$ cat src/rtl/hex_entry_pkg.sv
// Shared definitions for the hex digit entry front end: digit geometry and
// the entry FSM state encoding.
package hex_entry_pkg;

    localparam int unsigned DIGIT_W    = 4;
    localparam int unsigned DEF_DATA_W = 16;
    localparam int unsigned DIGITS     = DEF_DATA_W / DIGIT_W;

    typedef enum logic {
        ENTRY = 1'b0,
        FULL  = 1'b1
    } entry_state_t;

endpackage

$ cat src/rtl/hex_entry_debounce.sv
// Push-button conditioner: 2-flop synchroniser, stability counter and a
// registered falling-edge (press) detector on the debounced level.
module hex_entry_debounce #(
    parameter int unsigned DEBOUNCE_CYCLES = 500000
) (
    input  logic clk,
    input  logic rst,
    input  logic raw_n,
    output logic press
);

    localparam int unsigned CNT_W = (DEBOUNCE_CYCLES > 1) ? $clog2(DEBOUNCE_CYCLES) : 1;
    localparam logic [CNT_W-1:0] TERM = CNT_W'(DEBOUNCE_CYCLES - 1);

    logic             sync1;
    logic             sync2;
    logic             level;
    logic             level_d;
    logic [CNT_W-1:0] cnt;

    always_ff @(posedge clk or negedge rst) begin
        if (!rst) begin
            sync1   <= 1'b1;
            sync2   <= 1'b1;
            level   <= 1'b1;
            level_d <= 1'b1;
            press   <= 1'b0;
            cnt     <= '0;
        end else begin
            sync1   <= raw_n;
            sync2   <= sync1;
            level_d <= level;
            press   <= level_d & ~level;
            // Any disagreement that does not persist to terminal count restarts the count.
            if (sync2 == level) begin
                cnt <= '0;
            end else if (cnt == TERM) begin
                level <= sync2;
                cnt   <= '0;
            end else begin
                cnt <= cnt + 1'b1;
            end
        end
    end

endmodule

$ cat src/rtl/hex_entry.sv
// Four-digit hex keypad entry: synchronised switches, debounced enter/clear
// buttons, MS-first digit shift register and a two-state entry FSM.
module hex_entry
    import hex_entry_pkg::*;
#(
    parameter int unsigned DEBOUNCE_CYCLES = 500000,
    parameter int unsigned DATA_W          = 16
) (
    input  logic              clk,
    input  logic              rst,
    input  logic [3:0]        sw,
    input  logic              enter_n,
    input  logic              clear_n,
    output logic [DATA_W-1:0] value,
    output logic [2:0]        digit_cnt,
    output logic              full,
    output logic              done
);

    localparam int unsigned N_DIGITS = DATA_W / DIGIT_W;
    localparam logic [2:0]  LAST_CNT = 3'(N_DIGITS - 1);

    logic [DIGIT_W-1:0] sw_s1;
    logic [DIGIT_W-1:0] sw_sync;
    logic               enter_press;
    logic               clear_press;

    entry_state_t       state;
    entry_state_t       state_next;
    logic [DATA_W-1:0]  value_next;
    logic [2:0]         cnt_next;
    logic               done_next;

    hex_entry_debounce #(.DEBOUNCE_CYCLES(DEBOUNCE_CYCLES)) u_enter (
        .clk   (clk),
        .rst   (rst),
        .raw_n (enter_n),
        .press (enter_press)
    );

    hex_entry_debounce #(.DEBOUNCE_CYCLES(DEBOUNCE_CYCLES)) u_clear (
        .clk   (clk),
        .rst   (rst),
        .raw_n (clear_n),
        .press (clear_press)
    );

    always_ff @(posedge clk or negedge rst) begin
        if (!rst) begin
            sw_s1     <= '0;
            sw_sync   <= '0;
            state     <= ENTRY;
            value     <= '0;
            digit_cnt <= '0;
            done      <= 1'b0;
        end else begin
            sw_s1     <= sw;
            sw_sync   <= sw_s1;
            state     <= state_next;
            value     <= value_next;
            digit_cnt <= cnt_next;
            done      <= done_next;
        end
    end

    // Clear takes priority so a simultaneous enter is discarded.
    always_comb begin
        state_next = state;
        value_next = value;
        cnt_next   = digit_cnt;
        done_next  = 1'b0;
        if (clear_press) begin
            state_next = ENTRY;
            value_next = '0;
            cnt_next   = '0;
        end else if (enter_press) begin
            if (state == FULL) begin
                value_next = {{(DATA_W-DIGIT_W){1'b0}}, sw_sync};
                cnt_next   = 3'd1;
                state_next = ENTRY;
            end else begin
                value_next = {value[DATA_W-DIGIT_W-1:0], sw_sync};
                cnt_next   = digit_cnt + 3'd1;
                if (digit_cnt == LAST_CNT) begin
                    state_next = FULL;
                    done_next  = 1'b1;
                end
            end
        end
    end

    assign full = (state == FULL);

endmodule

$ cat config.mk
export PLATFORM = sky130hd
export DESIGN_NAME = hex_entry
export DESIGN_NICKNAME = d
export VERILOG_FILES = /design/src/rtl/hex_entry_pkg.sv /design/src/rtl/hex_entry_debounce.sv /design/src/rtl/hex_entry.sv
export SDC_FILE = /design/constraint.sdc
export NUM_CORES = 1
export LEC_CHECK = 0
export CAP_MARGIN = 40
export CORE_ASPECT_RATIO = 1.1
export CORE_MARGIN = 2
export CORE_UTILIZATION = 50
export CTS_CLUSTER_DIAMETER = 120
export DETAILED_ROUTE_END_ITERATION = 8
export PLACE_DENSITY_LB_ADDON = 0.08
export SYNTH_ARGS = -nofsm -noshare
export SYNTH_HDL_FRONTEND = slang
export SYNTH_SLANG_ARGS = --single-unit
$ cat constraint.sdc
create_clock -name clk -period 1.75 [get_ports clk]
set_input_delay 0.35 -clock clk [delete_from_list [all_inputs] [get_ports clk]]
set_output_delay 0.35 -clock clk [all_outputs]
set_load 0.03 [all_outputs]
# [Yosys cells after proc, flatten, opt, wreduce, memory -nomap -nowiden]
# Index checks and enable logic that the tools add are counted.
[word_totals] reg_bits=77 in_bits=8
[classes] n_bitwise=6 addsub=3 n_eq_ne=5 n_mux=16 reduce_logical=3
[ops] op="$mux W19" count=4
[ops] op="$mux W16" count=3
[ops] op="$add A19 B1 Y19 const B" count=2
[ops] op="$eq A19 B19 Y1 const B" count=2
[ops] op="$mux W3" count=3
[ops] op="$mux W1" count=6
[ops] op="$not A1 Y1" count=4
[ops] op="$reduce_and A2 Y1" count=2
[ops] op="$add A3 B1 Y3 const B" count=1
[ops] op="$eq A3 B2 Y1 const B" count=1
[ops] op="$and A1 B1 Y1" count=2
[ops] op="$eq A1 B1 Y1" count=2
[ops] op="$reduce_bool A2 Y1" count=1

# [Depth between registers and ports, before layout]
# Gate-level depths: netlist of the first run.
[depth] ltp_word=5 ltp_mapped=7

# [Hierarchy]
# From an unflattened synthesis of the first run, not the netlist that was laid out.
[unflattened] hier_cells=290 hier_area_um2=3357.0
[modules_own_cells] mod="hex_entry_debounce" seq_area_each_um2=605.6 area_each_um2=1141.1 cells_per_inst=108 instances=2
[modules_own_cells] mod="hex_entry" seq_area_each_um2=725.7 area_each_um2=1074.8 cells_per_inst=74 instances=1

# [Worst setup path before layout of the first run]
# OpenSTA, ideal clock, no wires.
[synth_timing] path_kind="register -> register" start="register u_enter.cnt[0]" end="register u_enter.cnt[10]" required_ps=1628 synth_period_minus_slack_ps=1932 setup_slack_ps=-182 stages_incl_launch_ff=6 t_arrival_ps=1811 setup_ps=122 cell_sequence="dfrtp_1 ha_1 nand4_1 o41ai_2 buf_2 nor2_1"
[synth_between] elab_chain_cells=3 word_cells_on_any_way=4 classes_between="1 x add/sub; 1 x eq/ne; 2 x mux"
[synth_lines] element="from (decl)" line_no="hex_entry_debounce.sv:19" source="logic [CNT_W-1:0] cnt;"
[synth_lines] element="from (signal assigned)" line_no="hex_entry_debounce.sv:41" source="cnt <= cnt + 1'b1;"
[synth_lines] element="$add A19 B1 Y19 or $eq A19 B19 Y1 (tied branches)" line_no="hex_entry_debounce.sv:41, hex_entry_debounce.sv:37"
[synth_lines] element="$mux W19 *" line_no="hex_entry_debounce.sv:37" source="end else if (cnt == TERM) begin"
[synth_lines] element="$mux W19 *" line_no="hex_entry_debounce.sv:35" source="if (sync2 == level) begin"
# Mark *: on every way between the ends. The rest lies on a longest branch, timed or not.
# A chain may end at the register's enable or synchronous reset.

# [Worst setup path in the final report of the first run]
[layout_timing] start="register u_clear.cnt[11]" end="register u_clear.cnt[17]"
[layout_between] elab_chain_cells=3 word_cells_on_any_way=4 classes_between="1 x add/sub; 1 x eq/ne; 2 x mux"
[layout_lines] element="from (decl)" line_no="hex_entry_debounce.sv:19"
[layout_lines] element="from (signal assigned)" line_no="hex_entry_debounce.sv:41"
[layout_lines] element="$add A19 B1 Y19 or $eq A19 B19 Y1 (tied branches)" line_no="hex_entry_debounce.sv:41, hex_entry_debounce.sv:37"
[layout_lines] element="$mux W19 *" line_no="hex_entry_debounce.sv:37"
[layout_lines] element="$mux W19 *" line_no="hex_entry_debounce.sv:35"
# Marks and branches as above.

==> qor.txt, run 1 <==
Fin. Hold Viols = 0
Dpl cell area = 3981 µm²
WL final = 6.535 mm
Crit-path leading delay family = simple AND/OR/NAND/NOR gates
Die width = 82.24 µm
Mapped Area = 3367 µm²
Combinational Power Share = 0.038
Vias = 2457
Routed wire length per instance = 14.08 µm
Post-Synth Adder-Cell Area = 0.01486
Switching Power = 817.2 µW
Power consumption = 3228 µW
Status = finished clean
Vias/cell = 5.295
Worst r2r src = u_clear.cnt[11]
Worst Setup Start Kind = flip-flop
Mux cell area share after synthesis = 0.01858
Min-delay src = sw_s1[3]
Yosys top cell by area = dfrtp_1
Gpl congestion = 0.8883
# rows = 31
Layout area overhead = 25.94%
Hold path depth = 0
Die Y = 90.07 µm
Wire length of the first global-routing pass = 11.04 mm
Post-synth EDFFs = 0
Drt pass-1 iters = 4
Most common library cells after synthesis = dfrtp_1, nor2_1, xnor2_1
All-Layer GR Usage = 0.1932
Synthesis Warnings = 0
Sequential Power Share = 0.565
CTS tree = yes
Max-cap violations = 0
Combinational family with the most area after synthesis = simple AND/OR/NAND/NOR gates
CTS Sinks = 77
Buf/Inv on CP = 0
Type of element capturing the critical path = flip-flop
Syn avg cell area = 10.69 µm²
Sequential fraction of the synthesis area = 0.5753
Antenna Cells = 0
Pleak = 0.001934 µW
Die area = 7407 µm²
Final nets = 389
Design Area, Final = 4240 µm²
Worst path cell trace = nand4_2 -> or4_4 -> or4b_1 -> a21oi_1
Worst-case clock buffer depth = 2
Post-synth cell types = 40
Critical path arrival = 2.02 ns
Root Driver = clkbuf_8
R2r setup slk = 0.005 ns
Pint = 2410 µW
Largest net degree at the start of global routing = 53
Seq cells post-synth = 77
Slew Limit Fails = 0
Final Critical Period = 1.745 ns
Worst hold path type = reg -> reg
IO buf count = 28
Register Area = 1938 µm²
Largest cells by area after synthesis = dfrtp_1, dfstp_2, xnor2_1, nor2_1, a21oi_1
FMAX = 0.5730 GHz
Clk_lat worst skew = 0.35 ns
Slew margin rel. = 0.6721
R2R cell count = 4
Setup CP Type = reg -> reg
Starting Density = 0.5136
DPL Wire Length = 4.384 mm
Reg2Reg Capture Point = u_clear.cnt[17]
Cell with the most instances after synthesis = dfrtp_1
Filler cells = 546
Clock power frac = 0.397
Worst Skew = 0.007959 ns
Compound-Gate Fraction of Synth Area = 0.05797
Hold endpoint = sw_sync[3]
CP max stage delay = 0.56 ns
FFs w/ async S/R, synth = 1.000
Residual DRC count = 0
Synthesized instance count = 315
Core Footprint = 6555 µm²
Drt initial violations = 161
Simple-gate share of the synthesized area = 0.2367
Ys flop type = dfrtp_1
Initial antenna violation count = 0
Sw Share = 0.2532
Vias in the first global route = 2463
Antenna violation net count after detailed routing = 0
GR Overflow Total = 0
Required time of the critical path = 2.03 ns
Clock-pin slew on the worst setup and hold paths = 0.09 ns
Layout cells sized above 1 = 0.2016
TritonCTS buffer count = 9
Final setup fails = 0
Dpl cells = 444
Slowest cell on crit path = or4_4
Synth Area in XOR/XNOR = 0.07284
Maximum VDD drop = 0.6101 mV
Syn nets = 327
Final worst path period share = 0.9972
Layout Cells excl Fill = 464
Max H-tree Level = 3
IO Count = 29
RSZ-0062 raised after global routing = true
Share of the synthesized area in the top cell type = 0.5128
Worst slew pin tran = 0.4850 ns
Power per cell area = 761.1 nW/µm²
Multi-input logic area = 1411 µm²
CP Max Fanout = 6
worst max path at each step:
| stage | endpoint | slack, ns | depth (start not counted) | from |
|---|---|---|---|---|
| global placement | u_clear.cnt[17] | 0.04 | 4 | u_clear.cnt[11] |
| detailed placement | u_clear.cnt[17] | 0.01 | 4 | u_clear.cnt[11] |
| floorplan | u_clear.cnt[17] | -0.02 | 4 | u_clear.cnt[9] |
| global route | u_enter.cnt[2] | -0.05 | 5 | u_enter.cnt[11] |
| finish | u_clear.cnt[17] | 0.005 | 4 | u_clear.cnt[11] |
| CTS | u_clear.cnt[17] | -0.003 | 4 | u_clear.cnt[11] |
worst register-to-register path, stage by stage, from the launching register on:
cell and delay, ns:
dfrtp_1 0.37, nand4_2 0.13, or4_4 0.56, or4b_1 0.48, a21oi_1 0.15
sequential cells by signal (all words and copies together) (netlist names), 3 cells and up:
| name | flops |
|---|---|
| u_enter.cnt | 19 |
| value | 16 |
| sw_sync | 4 |
| digit_cnt | 3 |
| u_clear.cnt | 19 |
| sw_s1 | 4 |
repair_timing:
item	in CTS	in global routing
buffers inserted	1	2
pin swaps	0	4
hold endpoints to repair	54	0
endpoints found under the setup margin	19	27
hold buffers	1	0
resized for setup	18	13
power groups by stage:
stage	Clock, µW	Combinational (µW)	Sequential [µW]
floorplan	0	36.3	1850
global placement	0	118	1860
detailed placement	0	120	1860
CTS	1330	122	1820
global route	1420	139	1830
finish	1280	121	1820
kinds of logic (layout without fill, tap and decap cells):
group           after synthesis  count (layout)
simple gates                146             146
compound gates               33              33
flops                        77              77
buf+inv                      21              88
xor+xnor                     28              28
fa+ha+maj                     4               4
mux                           6               6
layout by cell type (no fill, tap or decap), drive strengths merged, types with 9 or more instances in the layout:
| cell type | Yosys | final |
|---|---|---|
| nand2 | 14 | 14 |
| inv | 11 | 15 |
| a21oi | 22 | 22 |
| dfrtp | 69 | 69 |
| nor3 | 9 | 9 |
| nand2b | 13 | 13 |
| buf | 3 | 33 |
| nor2 | 44 | 44 |
| nand3b | 12 | 12 |
| nor4 | 9 | 9 |
| nand3 | 12 | 12 |
| dlygate4sd2 | 0 | 17 |
| xnor2 | 23 | 23 |
| clkbuf | 7 | 9 |
layout make-up:
type | count | share of cell area
multi-input combinational | 217 | 0.3328
inverter | 11 | 0.009737
sequential | 77 | 0.4571
tap | 82 | 0.02420
clock inverter | 7 | 0.01534
clock buffer | 9 | 0.02921
timing repair buffer | 61 | 0.1316
per-stage QoR:
stage	hold slack, ns	worst slack, ns	setup TNS (ns)	utilization
2_1_floorplan	0.05441	-0.01764	-0.01764	-
3_3_place_gp	0.3161	0.04208	0	0.6074
3_5_place_dp	0.3174	0.01043	0	0.6074
4_1_cts	0.3612	-0.003107	-0.003107	0.6366
5_1_grt	0.3602	-0.05259	-0.5445	0.6469
6_report	0.3555	0.004821	0	0.6469
layer usage:
metal  part of all wire  track usage
met1               0.46       0.2591
met2               0.48       0.2923
met3              0.030      0.03715
met4              0.025       0.1028
met5                  0            0
(Power assumes the default switching activity.)
==> run 2: changes to the inputs <==
Settings changed: CORE_ASPECT_RATIO 1.1 to 0.8, SKIP_CTS_REPAIR_TIMING set to 1.
Clock period 1.75 ns to 2.2 ns, I/O delays scaled along.
==> run 2 against run 1 <==
Combinational power is 37% lower. Final area is 6.6% lower. Sequential share of layout area is 3.2 points higher. Cell count is 5.4% lower. Clock power is 21% lower. Register-to-register slack better by 0.29 ns. Total power is 21% lower. Flip-flop and latch count stayed put. Count of clock-buffer cells in the layout stayed put. Worst hold slack worse by 0.33 ns. Fmax is 8.5% lower. Critical endpoint unchanged. Highest routed layer unchanged.
==> qor.txt, run 2 (synthesis gave the netlist of run 1 again) <==
Status = finished clean
Gpl congestion = 0.7834 (-12%)
Critical path arrival = 2.19 ns (+0.17 ns)
Reg2Reg Capture Point = u_clear.cnt[17]
Initial antenna violation count = 0 (unchanged)
Starting Density = 0.5227 (+0.009080)
CP Max Fanout = 6 (unchanged)
Setup CP Type = reg -> reg
Buf/Inv on CP = 0 (unchanged)
Setup TNS = 0 ns (unchanged)
Max H-tree Level = 3 (unchanged)
Critical Path Stages = 4 (unchanged)
# rows = 26 (-16%)
Routed wire length per instance = 13.98 µm (-0.76%)
Maximum VDD drop = 0.4665 mV (-24%)
Vias/cell = 5.344 (+0.92%)
Type of element capturing the critical path = flip-flop
Residual DRC count = 0 (unchanged)
Worst-case clock buffer depth = 2 (unchanged)
GR Overflow Total = 0 (unchanged)
Worst Skew = 0.006980 ns (-0.0009782 ns)
Final worst path period share = 0.8667 (-0.1305)
Final nets = 362 (-6.9%)
Worst Setup Start Kind = flip-flop
CP max stage delay = 0.57 ns (about the same)
IO buf count = 28 (unchanged)
Max-cap violations = 0 (unchanged)
PnR worst setup slack = 0.2932 ns (+0.2884 ns)
Slew Limit Fails = 0 (unchanged)
CTS Sinks = 77 (unchanged)
Worst path cell trace = nand4_2 -> or4_4 -> or4b_1 -> a21oi_1
Crit path to = u_clear.cnt[17]
Drt pass-1 iters = 4 (unchanged)
Dpl cell area = 3769 µm² (-5.3%)
Die Y = 77.40 µm (-14%)
Setup WS pre-CTS = 0.3074 ns (+0.2970 ns)
Pleak = 0.001606 µW (-17%)
Drt initial violations = 164 (+1.9%)
Slowest cell on crit path = or4_4
Antenna violation net count after detailed routing = 0 (unchanged)
Clock-pin slew on the worst setup and hold paths = 0.09 ns (about the same)
Design Area, Final = 3959 µm² (-6.6%)
Most common cell after layout, fill and taps aside = dfrtp_1
Root Driver = clkbuf_8
Wire length of the first global-routing pass = 10.78 mm (-2.4%)
Most frequent cells in the layout = dfrtp_1, nor2_1, clkdlybuf4s50_1, xnor2_1, a21oi_1
Worst slew pin tran = 0.7057 ns (+0.2207 ns)
Crit-path leading delay family = simple AND/OR/NAND/NOR gates
Layout area overhead = 17.58%
Final setup fails = 0 (unchanged)
Layout cells sized above 1 = 0.1211 (-0.08044)
Core Footprint = 6441 µm² (-1.7%)
Vias = 2346 (-4.5%)
TritonCTS buffer count = 9 (unchanged)
RSZ-0062 raised after global routing = false
Clk_lat worst skew = 0.35 ns (about the same)
Final Critical Period = 1.907 ns (+0.1616 ns)
Vias in the first global route = 2334 (-5.2%)
Required time of the critical path = 2.48 ns (+0.45 ns)
DPL Wire Length = 4.277 mm (-2.4%)
WL final = 6.136 mm (-6.1%)
CTS tree = yes
Power consumption = 2536 µW (-21%)
All-Layer GR Usage = 0.1882 (-0.004916)
Setup crit start = u_clear.cnt[9]
Worst r2r src = u_clear.cnt[9]
IO Count = 29 (unchanged)
Slew margin rel. = 0.5296 (-0.1426)
Die area = 7410 µm² (about the same)
R2r setup slk = 0.29 ns (+0.29 ns)
FMAX = 0.5244 GHz (-8.5%)
Worst hold path type = in -> async
Largest net degree at the start of global routing = 35 (-34%)
Power per cell area = 640.5 nW/µm² (-16%)
R2R cell count = 4 (unchanged)
Antenna Cells = 0 (unchanged)
Die width = 95.75 µm (+16%)
Fin. Hold Viols = 0 (unchanged)
Biggest registers after layout = u_clear.cnt x19, u_enter.cnt x19, value x16
-- run 2: worst min-delay path by stage --
stage | from | endpoint | slack, ns | cells after the start
finish | rst | value[12] | 0.02 | 1
global route | rst | value[12] | 0.04 | 1
detailed placement | sw_s1[0] | sw_sync[0] | 0.34 | 0
CTS | rst | value[1] | 0.02 | 1
global placement | sw_s1[3] | sw_sync[3] | 0.33 | 0
floorplan | rst | digit_cnt[0] | 0.14 | 0
-- run 2: cell type report --
cell class / count / area, µm²
fill: 547 / 2482
sequential: 77 / 1937
multi-input combinational: 217 / 1350
timing repair buffer: 34 / 335.3
clock buffer: 9 / 123.9
tap: 84 / 105.1
clock inverter: 7 / 66.31
inverter: 11 / 41.29
-- run 2: per-stage QoR --
step	hold slack (ns)	std cells	util
floorplan	0.1444	315	-
global placement	0.3327	423	0.5851
detailed placement	0.3395	423	0.5851
CTS	0.02292	439	0.6146
global route	0.03859	439	0.6146
finish	0.02378	439	0.6146
-- run 2: metal layers --
metal,up-vias,GRT usage,part of all wire
li1,1156,-,-
met1,1142,0.2570,0.49
met2,42,0.2804,0.46
met3,6,0.06311,0.034
met4,0,0.06857,0.011
met5,-,0,0
-- run 2: report_power, final --
part | internal (µW) | total (µW) | switching (µW)
logic | 27.5 | 76.2 | 48.7
clock network | 441 | 1010 | 568
registers | 1440 | 1450 | 13.7
total | 1910 | 2540 | 630
==> run 3: changes to the inputs <==
Settings changed: SYNTH_HIERARCHICAL set to 1.
==> run 3 against run 2 <==
Routed wire length shrank 0.83%. Global-route usage shrank 0.26 points. Synthesized area shrank 0.30%. Clock skew grew 0.0063 ns. Setup slack lost 0.13 ns. Combinational power grew 9.1%. Critical path type unchanged. Critical endpoint is now u_enter/cnt[18]. Highest routed layer unchanged.
==> qor.txt, run 3 <==
Initial antenna violation count = 0 (unchanged)
Dpl cell area = 3765 µm² (about the same)
Synthesis Warnings = 6 (+6)
WL final = 6.085 mm (-0.83%)
CP Max Fanout = 8 (+2)
Setup crit start = u_enter/cnt[0]
GR Overflow Total = 0 (unchanged)
Worst-case clock buffer depth = 2 (unchanged)
Slew Limit Fails = 0 (unchanged)
Cell with the most instances after synthesis = dfrtp_1
Status = finished clean
Filler cells = 542 (-0.91%)
Clk_lat worst skew = 0.35 ns (about the same)
Antenna Cells = 0 (unchanged)
Max-cap violations = 0 (unchanged)
Type of element capturing the critical path = flip-flop
Power per cell area = 663.6 nW/µm² (+3.6%)
Setup CP Type = reg -> reg
Worst r2r src = u_enter/cnt[0]
DPL Wire Length = 4.200 mm (-1.8%)
Starting Density = 0.5212 (-0.001554)
Core Footprint = 6441 µm² (unchanged)
Most common cell after layout, fill and taps aside = dfrtp_1
Final setup fails = 0 (unchanged)
Fin. Hold Viols = 0 (unchanged)
Most common library cells after synthesis = dfrtp_1, nor2_1, xnor2_1
Most frequent cells in the layout = dfrtp_1, nor2_1, clkdlybuf4s50_1, xnor2_1, nand3_1
Pleak = 0.001661 µW (+3.4%)
FFs w/ async S/R, synth = 1.000 (unchanged)
Vias in the first global route = 2257 (-3.3%)
IO buf count = 28 (unchanged)
CTS Sinks = 77 (unchanged)
Biggest registers after layout = u_clear/cnt x19, u_enter/cnt x19, value x16
Drt pass-1 iters = 4 (unchanged)
Ys flop type = dfrtp_1
Share of the synthesized area in the top cell type = 0.5143 (+0.001529)
Drt initial violations = 124 (-24%)
Gpl congestion = 0.8302 (+6.0%)
Clock-pin slew on the worst setup and hold paths = 0.09 ns (about the same)
Vias/cell = 5.407 (+1.2%)
IO Count = 29 (unchanged)
# rows = 26 (unchanged)
Wire length of the first global-routing pass = 10.52 mm (-2.4%)
Layout area overhead = 18.23%
Post-synth cell types = 33 (-18%)
Die area = 7390 µm² (-0.28%)
Residual DRC count = 0 (unchanged)
Root Driver = clkbuf_8
Final nets = 341 (-5.8%)
Syn nets = 302 (-7.6%)
Layout cells sized above 1 = 0.1557 (+0.03456)
Routed wire length per instance = 14.56 µm (+4.2%)
Synthesized instance count = 290 (-7.9%)
CTS tree = yes
Vias = 2260 (-3.7%)
Mapped Area = 3357 µm² (-0.30%)
Final worst path period share = 0.9258 (+0.05904)
Worst Setup Start Kind = flip-flop
Die width = 95.61 µm (-0.14%)
All-Layer GR Usage = 0.1856 (-0.002607)
Post-synth EDFFs = 0 (unchanged)
Worst slew pin tran = 0.5755 ns (-0.1302 ns)
R2R cell count = 5 (+1)
Maximum VDD drop = 0.3870 mV (-17%)
Antenna violation net count after detailed routing = 0 (unchanged)
Yosys top cell by area = dfrtp_1
Sequential fraction of the synthesis area = 0.5770 (+0.001715)
Max H-tree Level = 3 (unchanged)
Worst hold path type = in -> async
R2r setup slk = 0.16 ns (-0.13 ns)
Largest cells by area after synthesis = dfrtp_1, xnor2_1, dfstp_2, nor2_1, a32o_1
Critical path arrival = 2.30 ns (+0.11 ns)
TritonCTS buffer count = 9 (unchanged)
Final Critical Period = 2.037 ns (+0.1299 ns)
Required time of the critical path = 2.46 ns (-0.02 ns)
Largest net degree at the start of global routing = 41 (+17%)
Worst Skew = 0.01323 ns (+0.006255 ns)
Die Y = 77.29 µm (-0.14%)
Seq cells post-synth = 77 (unchanged)
Setup TNS = 0 ns (unchanged)
RSZ-0062 raised after global routing = false
Syn avg cell area = 11.58 µm² (+8.3%)
FMAX = 0.4910 GHz (-6.4%)
Design Area, Final = 3969 µm² (+0.25%)
Slew margin rel. = 0.6159 (+0.08637)
## run 3: cell count changes after synthesis, moves of 6 or more
cell,previous run,this run
nand2b_1,13,0
a21oi_1,22,6
a32o_1,0,8
nand3b_1,12,0
a31o_2,0,6
clkbuf_1,7,0
nor3b_1,0,7
## run 3: power breakdown
part / switching (µW) / internal [µW] / leakage (µW)
clock: 556 / 542 / 0.000103
sequential: 16.0 / 1440 / 0.00102
combinational: 50.8 / 32.3 / 0.000535
total: 622 / 2010 / 0.00166
## run 3: per-layer routing
metal / wire, µm / vias to the layer above / part of all wire / track usage
li1: - / 1097 / - / -
met4: 61 / 0 / 0.010 / 0.05571
met1: 2945 / 1103 / 0.48 / 0.2650
met3: 356 / 9 / 0.059 / 0.05697
met2: 2721 / 51 / 0.45 / 0.2727
met5: 0 / - / 0 / 0
## run 3: worst paths after layout
| check | endpoint |
|---|---|
| setup / recovery | u_enter/cnt[18] |
| hold / removal | u_enter/press |
| setup reg to reg | u_enter/cnt[18] |
| hold reg to reg | sw_sync[3] |
| max in group asynchronous | u_clear/sync1 |
| min in group clk | sw_sync[3] |
## run 3: kinds of logic (layout without fill, tap and decap cells)
kind of cell | count (synthesis) | count (layout) | synth area share
AND/OR/NAND/NOR | 124 | 124 | 0.2046
multiplexers | 8 | 8 | 0.02460
AO/OA/AOI/OAI | 26 | 26 | 0.07082
buffers and inverters | 21 | 65 | 0.02982
adder cells (fa/ha/maj) | 4 | 4 | 0.01491
flip-flops | 77 | 77 | 0.5770
XOR/XNOR | 30 | 30 | 0.07827
## run 3: worst max-delay path: stages, from the launching register on
cell and delay [ns]:
dfrtp_1 0.41, ha_1 0.27, nand4_4 0.19, or4_4 0.59, or3_1 0.31, a21oi_1 0.17
## run 3: cell type report
cell class / count / area, µm² / share of cell area
timing repair buffer: 37 / 357.8 / 0.09016
multi-input combinational: 192 / 1320 / 0.3326
tap: 84 / 105.1 / 0.02648
inverter: 12 / 45.04 / 0.01135
sequential: 77 / 1937 / 0.4880
clock inverter: 7 / 80.08 / 0.02018
clock buffer: 9 / 123.9 / 0.03121
## run 3: through the flow
step	utilization	hold WS (ns)	cells	power [µW]	worst slack, ns
after global placement	0.5845	0.3321	402	1565	0.2706
after global routing	0.6162	0.09048	418	2756	0.06133
after detailed placement	0.5845	0.3364	402	1568	0.1636
after CTS	0.6162	0.06806	418	2679	0.1619
after floorplan	-	0.1444	290	1512	0.3313
final	0.6162	0.06404	418	2634	0.1633
